**src/rtl/ir_byte_fetch_seq_pkg.sv**
```systemverilog
// ir_byte_fetch_seq_pkg
//   Shared definitions for the byte-wide instruction fetch sequencer:
//   FSM state encoding, instruction-register FunSel codes, the reset PC
//   and a program-counter increment helper (modulo 2^16).
package ir_byte_fetch_seq_pkg;

  // Fetch sequencer states.
  typedef enum logic [2:0] {
    ST_IDLE  = 3'd0,
    ST_RD_LO = 3'd1,
    ST_LD_LO = 3'd2,
    ST_RD_HI = 3'd3,
    ST_LD_HI = 3'd4,
    ST_DONE  = 3'd5,
    ST_ERR   = 3'd6
  } fetch_state_e;

  // Instruction register function selects.
  localparam logic [2:0] FS_DEC     = 3'b000;
  localparam logic [2:0] FS_INC     = 3'b001;
  localparam logic [2:0] FS_LOAD    = 3'b010;
  localparam logic [2:0] FS_CLR     = 3'b011;
  localparam logic [2:0] FS_LOAD_LO = 3'b101;
  localparam logic [2:0] FS_LOAD_HI = 3'b110;

  localparam logic [15:0] RESET_PC_DEFAULT = 16'h0000;

  // Byte-address increment; wraps from 16'hFFFF to 16'h0000.
  function automatic logic [15:0] pc_inc(input logic [15:0] pc);
    return pc + 16'd1;
  endfunction

endpackage

```
**src/rtl/fetch_wait_timer.sv**
```systemverilog
// fetch_wait_timer
//   Clearable saturating counter of memory wait cycles.
//   Ports:
//     Clock    in   system clock
//     Reset    in   synchronous active-high reset (count -> 0)
//     Clear    in   force count to 0 (has priority over Tick)
//     Tick     in   count one wait cycle
//     AtLast   out  count is MAX_WAIT-1: one more wait cycle hits the limit
//     Expired  out  count has reached MAX_WAIT
module fetch_wait_timer
  import ir_byte_fetch_seq_pkg::*;
#(
  parameter int MAX_WAIT = 15,
  parameter int WAIT_W   = 4
) (
  input  logic Clock,
  input  logic Reset,
  input  logic Clear,
  input  logic Tick,
  output logic AtLast,
  output logic Expired
);

  localparam logic [WAIT_W-1:0] LIMIT  = WAIT_W'(MAX_WAIT);
  localparam logic [WAIT_W-1:0] LAST   = WAIT_W'(MAX_WAIT - 1);
  localparam logic [WAIT_W-1:0] ONE_W  = {{(WAIT_W-1){1'b0}}, 1'b1};
  localparam logic [WAIT_W-1:0] ZERO_W = {WAIT_W{1'b0}};

  logic [WAIT_W-1:0] cnt_r;

  // Wait counter: clear, or count up and saturate at the limit.
  always_ff @(posedge Clock) begin
    if (Reset) begin
      cnt_r <= ZERO_W;
    end else if (Clear) begin
      cnt_r <= ZERO_W;
    end else if (Tick && (cnt_r != LIMIT)) begin
      cnt_r <= cnt_r + ONE_W;
    end else begin
      cnt_r <= cnt_r;
    end
  end

  // Limit flags decoded from the registered count only, so the FSM can use
  // them without forming a combinational loop through Tick.
  always_comb begin
    AtLast  = (cnt_r == LAST);
    Expired = (cnt_r == LIMIT);
  end

endmodule

```
**src/rtl/ir_byte_fetch_seq.sv**
```systemverilog
// ir_byte_fetch_seq
//   Fetches one 16-bit instruction from byte-wide memory as two reads (low
//   byte at PC, high byte at PC+1) and loads it into the instruction
//   register through its E/FunSel/I interface. All outputs are registered
//   and decoded from the next state.
//   Ports:
//     Clock, Reset           clock, synchronous active-high reset
//     Start, PCLoad, PCIn    fetch request / PC load (sampled in IDLE only)
//     MemAddr, MemRd         byte read request
//     MemAck, MemData        read completion and data (same cycle)
//     RegE, RegFunSel, RegI  instruction register load interface
//     PC                     program counter
//     Busy, Done, Error      status; Done/Error are one-cycle pulses
module ir_byte_fetch_seq
  import ir_byte_fetch_seq_pkg::*;
#(
  parameter logic [15:0] RESET_PC = RESET_PC_DEFAULT,
  parameter int          MAX_WAIT = 15,
  parameter int          WAIT_W   = 4
) (
  input  logic        Clock,
  input  logic        Reset,
  input  logic        Start,
  input  logic        PCLoad,
  input  logic [15:0] PCIn,
  output logic [15:0] MemAddr,
  output logic        MemRd,
  input  logic        MemAck,
  input  logic [7:0]  MemData,
  output logic        RegE,
  output logic [2:0]  RegFunSel,
  output logic [15:0] RegI,
  output logic [15:0] PC,
  output logic        Busy,
  output logic        Done,
  output logic        Error
);

  fetch_state_e state_r, state_next_s;
  logic [15:0]  pc_r, pc_next_s;
  logic [15:0]  start_pc_r, start_pc_next_s;
  logic [7:0]   byte_r, byte_next_s;

  logic [15:0]  mem_addr_r, mem_addr_next_s;
  logic         mem_rd_r, mem_rd_next_s;
  logic         reg_e_r, reg_e_next_s;
  logic [2:0]   reg_funsel_r, reg_funsel_next_s;
  logic [15:0]  reg_i_r, reg_i_next_s;
  logic         busy_r, busy_next_s;
  logic         done_r, done_next_s;
  logic         error_r, error_next_s;

  logic         wait_tick_s, wait_clr_s, wait_last_s, wait_expired_s;

  fetch_wait_timer #(
    .MAX_WAIT (MAX_WAIT),
    .WAIT_W   (WAIT_W)
  ) u_wait_timer (
    .Clock   (Clock),
    .Reset   (Reset),
    .Clear   (wait_clr_s),
    .Tick    (wait_tick_s),
    .AtLast  (wait_last_s),
    .Expired (wait_expired_s)
  );

  // Next-state, PC and byte-latch logic.
  always_comb begin
    state_next_s    = state_r;
    pc_next_s       = pc_r;
    start_pc_next_s = start_pc_r;
    byte_next_s     = byte_r;
    wait_tick_s     = 1'b0;
    wait_clr_s      = 1'b1;
    case (state_r)
      ST_IDLE: begin
        // PCLoad wins over Start; a simultaneous Start is dropped.
        if (PCLoad) begin
          pc_next_s = PCIn;
        end else if (Start) begin
          start_pc_next_s = pc_r;
          state_next_s    = ST_RD_LO;
        end else begin
          state_next_s = ST_IDLE;
        end
      end
      ST_RD_LO, ST_RD_HI: begin
        if (MemAck) begin
          byte_next_s  = MemData;
          pc_next_s    = pc_inc(pc_r);
          state_next_s = (state_r == ST_RD_LO) ? ST_LD_LO : ST_LD_HI;
        end else begin
          wait_tick_s = 1'b1;
          wait_clr_s  = 1'b0;
          // Abort on the wait cycle that brings the count to MAX_WAIT; the
          // PC is restored on entry so the ERR cycle already shows it.
          if (wait_last_s || wait_expired_s) begin
            state_next_s = ST_ERR;
            pc_next_s    = start_pc_r;
          end else begin
            state_next_s = state_r;
          end
        end
      end
      ST_LD_LO: state_next_s = ST_RD_HI;
      ST_LD_HI: state_next_s = ST_DONE;
      ST_DONE:  state_next_s = ST_IDLE;
      ST_ERR:   state_next_s = ST_IDLE;
      default:  state_next_s = ST_IDLE;
    endcase
  end

  // Moore output decode from the next state; FunSel/I/MemAddr hold otherwise.
  always_comb begin
    mem_rd_next_s     = (state_next_s == ST_RD_LO) || (state_next_s == ST_RD_HI);
    reg_e_next_s      = (state_next_s == ST_LD_LO) || (state_next_s == ST_LD_HI);
    busy_next_s       = (state_next_s != ST_IDLE);
    done_next_s       = (state_next_s == ST_DONE);
    error_next_s      = (state_next_s == ST_ERR);
    mem_addr_next_s   = mem_addr_r;
    reg_funsel_next_s = reg_funsel_r;
    reg_i_next_s      = reg_i_r;
    if (mem_rd_next_s) begin
      mem_addr_next_s = pc_next_s;
    end else begin
      mem_addr_next_s = mem_addr_r;
    end
    case (state_next_s)
      ST_LD_LO: begin
        reg_funsel_next_s = FS_LOAD_LO;
        reg_i_next_s      = {8'h00, byte_next_s};
      end
      ST_LD_HI: begin
        reg_funsel_next_s = FS_LOAD_HI;
        reg_i_next_s      = {8'h00, byte_next_s};
      end
      default: begin
        reg_funsel_next_s = reg_funsel_r;
        reg_i_next_s      = reg_i_r;
      end
    endcase
  end

  // Sequencer state, PC, saved start PC and latched read byte.
  always_ff @(posedge Clock) begin
    if (Reset) begin
      state_r    <= ST_IDLE;
      pc_r       <= RESET_PC;
      start_pc_r <= RESET_PC;
      byte_r     <= 8'h00;
    end else begin
      state_r    <= state_next_s;
      pc_r       <= pc_next_s;
      start_pc_r <= start_pc_next_s;
      byte_r     <= byte_next_s;
    end
  end

  // Registered outputs.
  always_ff @(posedge Clock) begin
    if (Reset) begin
      mem_addr_r   <= 16'h0000;
      mem_rd_r     <= 1'b0;
      reg_e_r      <= 1'b0;
      reg_funsel_r <= 3'b000;
      reg_i_r      <= 16'h0000;
      busy_r       <= 1'b0;
      done_r       <= 1'b0;
      error_r      <= 1'b0;
    end else begin
      mem_addr_r   <= mem_addr_next_s;
      mem_rd_r     <= mem_rd_next_s;
      reg_e_r      <= reg_e_next_s;
      reg_funsel_r <= reg_funsel_next_s;
      reg_i_r      <= reg_i_next_s;
      busy_r       <= busy_next_s;
      done_r       <= done_next_s;
      error_r      <= error_next_s;
    end
  end

  assign MemAddr   = mem_addr_r;
  assign MemRd     = mem_rd_r;
  assign RegE      = reg_e_r;
  assign RegFunSel = reg_funsel_r;
  assign RegI      = reg_i_r;
  assign PC        = pc_r;
  assign Busy      = busy_r;
  assign Done      = done_r;
  assign Error     = error_r;

endmodule

```
**config.mk**
```make
export PLATFORM = sky130hd
export DESIGN_NAME = ir_byte_fetch_seq
export DESIGN_NICKNAME = d
export VERILOG_FILES = /design/src/rtl/ir_byte_fetch_seq_pkg.sv /design/src/rtl/fetch_wait_timer.sv /design/src/rtl/ir_byte_fetch_seq.sv
export SDC_FILE = /design/constraint.sdc
export NUM_CORES = 1
export LEC_CHECK = 0
export ABC_CLOCK_PERIOD_IN_PS = 5900
export CAP_MARGIN = 20
export CORE_AREA = 3 3 85 87
export CTS_CLUSTER_DIAMETER = 100
export DETAILED_ROUTE_END_ITERATION = 12
export DIE_AREA = 0 0 88 90
export HOLD_SLACK_MARGIN = 0.15
export PLACE_DENSITY_LB_ADDON = 0.08
export SLEW_MARGIN = 30
export SYNTH_ARGS = -nofsm -noshare
export SYNTH_HDL_FRONTEND = slang
export SYNTH_SLANG_ARGS = --single-unit
```
**constraint.sdc**
```tcl
create_clock -name Clock -period 5.9 [get_ports Clock]
set_input_delay 1.475 -clock Clock [delete_from_list [all_inputs] [get_ports Clock]]
set_output_delay 1.475 -clock Clock [all_outputs]
set_load 0.1 [all_outputs]
```
==> flow_summary.ini <==
[detailed_routing]
drtPass1Iterations = 5
route.final.wire_length_um = 8930
avgRoutedWirePerCell_um = 16.4
initialDrtViolationCount = 295
ant_nets = 0
drt-vias-per-instance = 5.67
via_count = 3084
post-route-drc-count = 0

[floorplanning]
area_of_the_placeable_core_mm2 = 0.00642
ioPinCount = 85
die_x_um = 88
rows = 29
floorplan.die.height_um = 90
design.die.area_mm2 = 0.00792
start_util_pct = 52.2

[timing]
slew_headroom_pct = 34.2
timing.final.crit_share_pct = 61.7
worst-slew-pin-transition_ns = 0.984
whs_ns = 0.456
finalClockSkew_ns = 0.00687
report.final.slew_viol_count = 0
number_of_endpoints_with_negative_hold_slack_in_the_final_report = 0
finalSetupViolations = 0
unrepaired_setup_endpoints_after_global_routing = no
timing.fmax_mhz = 275
tns_ns = 0
layout_min_cycle_time_ns = 3.64

[clock_tree]
hold_buffers = 0
clk-insertion-delay-late_ns = 0.34
numCtsBuffers = 9
cts_root_buf = clkbuf_8
cts.path.max_buffers = 2
cts_tree = yes
postCtsResizedCells = 0
cts.repair_timing.setup_buffer_count = 0
cts.reportedPaths.clkPinSlew_ns = 0.07
cts_sinks = 71
cts_htree_levels = 3

[power]
worst_ir_drop_vdd_mv = 0.208
power-per-cell-area_mw_per_mm2 = 332
cellLeakagePower_nw = 1.55

[run]
max_cap_viol_count = 0

[worst_setup_path]
crit_path_frequent_cell = buf_4
critical-path-max-stage-delay_ns = 0.67
worst-endpoint-arrival_ns = 3.89
wp_depth = 8
timing.critical_path.max_delay_family = buffers and inverters
timing.critical_path.cells = clkdlybuf4s50_1 > buf_4 > inv_1 > nand3_4 > a221oi_4 > buf_4 > nor2_1 > a311oi_1
critical_path_required_ns = 6.15
critPathLaunchType = input port
worstSetupPathType = in -> reg
timing.critical_path.fanout_max = 28
sort_of_element_at_the_end_of_the_critical_path = register
crit_buf_inv = 4
worst_path_max_delay_cell = a221oi_4
r2r_cells = 8

[finish]
insertedDiodeCount = 0
mostFrequentLayoutCells = clkdlybuf4s50_1, dfxtp_1, nand2_1
instances_no_fill = 544
area_growth_syn_to_layout_pct = 28.3
finish.net_count = 494
drive_above_1_share_pct = 8.78
layout_commonest_cell = clkdlybuf4s50_1
utilization_pct = 67.0

[synth]
part_of_the_yosys_area_used_for_sequential_elements_pct = 42.4
ys_seq_elements = 71
netlist_area_mm2 = 0.00335
post_synthesis_mean_instance_area_um2 = 8.34
post-synth-top-area-cell = dfxtp_1
synth_area_leaders = dfxtp_1, nand2_1, a21oi_1, nor2_1, a22oi_1
synthFlopType = dfxtp_1
number_of_flops_mapped_to_enable_cells_by_yosys = 0
postSynth.asyncResetShare_pct = 0
synthDominantCellAreaShare_pct = 42.4
total_number_of_yosys_warnings = 0
netlist_instances = 402
synth_cell_types = 58

[min_path]
timing.hold.worst.class = reg -> reg
hold_depth = 2

[global_route]
number_of_global_route_vias_before_repair = 2925
wire_length_of_the_first_global_routing_pass_um = 14800
overflow_left_after_global_routing = 0
grt_max_degree = 66
grt_antenna_before_repair = 0
track_usage_pct = 23.0

[place]
port-buffer-count = 76
routabilityCongestion = 0.875
number_of_placed_instances_with_taps_included = 528
place_hpwl_um = 5970

[status]
status = finished clean
[layer usage]
layer,vias up,part of all wire [%],GRT usage (%)
li1,1533,-,-
met1,1435,48,33.0
met2,107,46,35.5
met3,9,5.2,3.56
met4,0,1.1,6.52
met5,-,0,0
[synth_stat cells, types with 2 or more instances]
| library cell | number |
|---|---|
| buf_2 | 14 |
| mux2_2 | 2 |
| xnor2_1 | 3 |
| ha_1 | 3 |
| nand2b_1 | 8 |
| a311oi_1 | 3 |
| a31oi_1 | 4 |
| a211oi_2 | 5 |
| nand4_1 | 3 |
| nor2_1 | 38 |
| o21ai_0 | 7 |
| nand2_1 | 68 |
| a21oi_1 | 38 |
| inv_1 | 6 |
| o21bai_1 | 3 |
| nor2b_1 | 4 |
| clkbuf_1 | 15 |
| a22o_1 | 4 |
| o31a_1 | 2 |
| or3_1 | 2 |
| buf_4 | 8 |
| mux2i_1 | 4 |
| a211oi_1 | 8 |
| a21boi_0 | 2 |
| nand3_1 | 6 |
| dfxtp_1 | 71 |
| nor4_1 | 5 |
| nor3_1 | 10 |
| nor2_2 | 5 |
| and2_1 | 3 |
| a222oi_1 | 3 |
| and3_1 | 2 |
| o21a_1 | 2 |
| a22oi_1 | 11 |
| a221oi_1 | 5 |
| o31ai_1 | 3 |
[final timing paths]
path / endpoint / startpoint / slack, ns
min: start_pc_r[12] / start_pc_r[12] / 0.46
min reg2reg: start_pc_r[12] / start_pc_r[12] / 0.46
max: MemAddr[6] / MemAck / 2.26
max reg2reg: MemAddr[6] / u_wait_timer.cnt_r[0] / 3.17
[cell families (layout without fill, tap and decap cells)]
kind of cell	after synthesis	after routing	synth area share [%]
DFF	71	71	42.4
other	1	8	0.112
muxes	6	6	1.87
AOI/OAI and AO/OA	113	113	24.9
and+or+nand+nor	159	159	21.9
xor gates and xnor gates	4	4	1.04
adders and majority gates	3	3	1.12
buffers and inverters	45	103	6.72
[final cells by class]
type	instances	area, um^2
inverters	6	22.5
clock inverters	5	80.1
repair buffers	81	793
clock buffers	11	151
multi-input cells	293	1740
fillers	550	2120
flip-flops and latches	71	1420
well taps	77	96.3
[sequential cells by signal, indices dropped and copies added, names as in the netlist, 3 cells and up]
| signal | count |
|---|---|
| RegFunSel | 3 |
| RegI | 8 |
| MemAddr | 16 |
| state_r | 3 |
| PC | 16 |
| start_pc_r | 16 |
| u_wait_timer.cnt_r | 4 |
[through the flow]
stage	instance area, um^2	setup WS [ns]	power [mW]
finish	4300	2.26	1.43
detailed placement	4070	1.89	0.989
global placement	4070	2.00	0.985
global route	4300	2.07	1.47
floorplan	3380	3.06	0.891
CTS	4300	2.25	1.43
[power by group]
| part | total [mW] | switching (mW) | internal (mW) |
|---|---|---|---|
| Clock | 0.446 | 0.185 | 0.260 |
| Combinational | 0.437 | 0.325 | 0.111 |
| Sequential | 0.544 | 0.0320 | 0.512 |
[worst register-to-register path, stage by stage (launching register included)]
cell      delay (ns)
dfxtp_1         0.42
inv_1           0.07
ha_1            0.24
o211ai_4        0.45
o21ai_1         0.20
a221oi_4        0.63
buf_4           0.34
nor2_1          0.06
a311oi_1        0.23
Note: power is estimated with default switching activity, not from simulation.
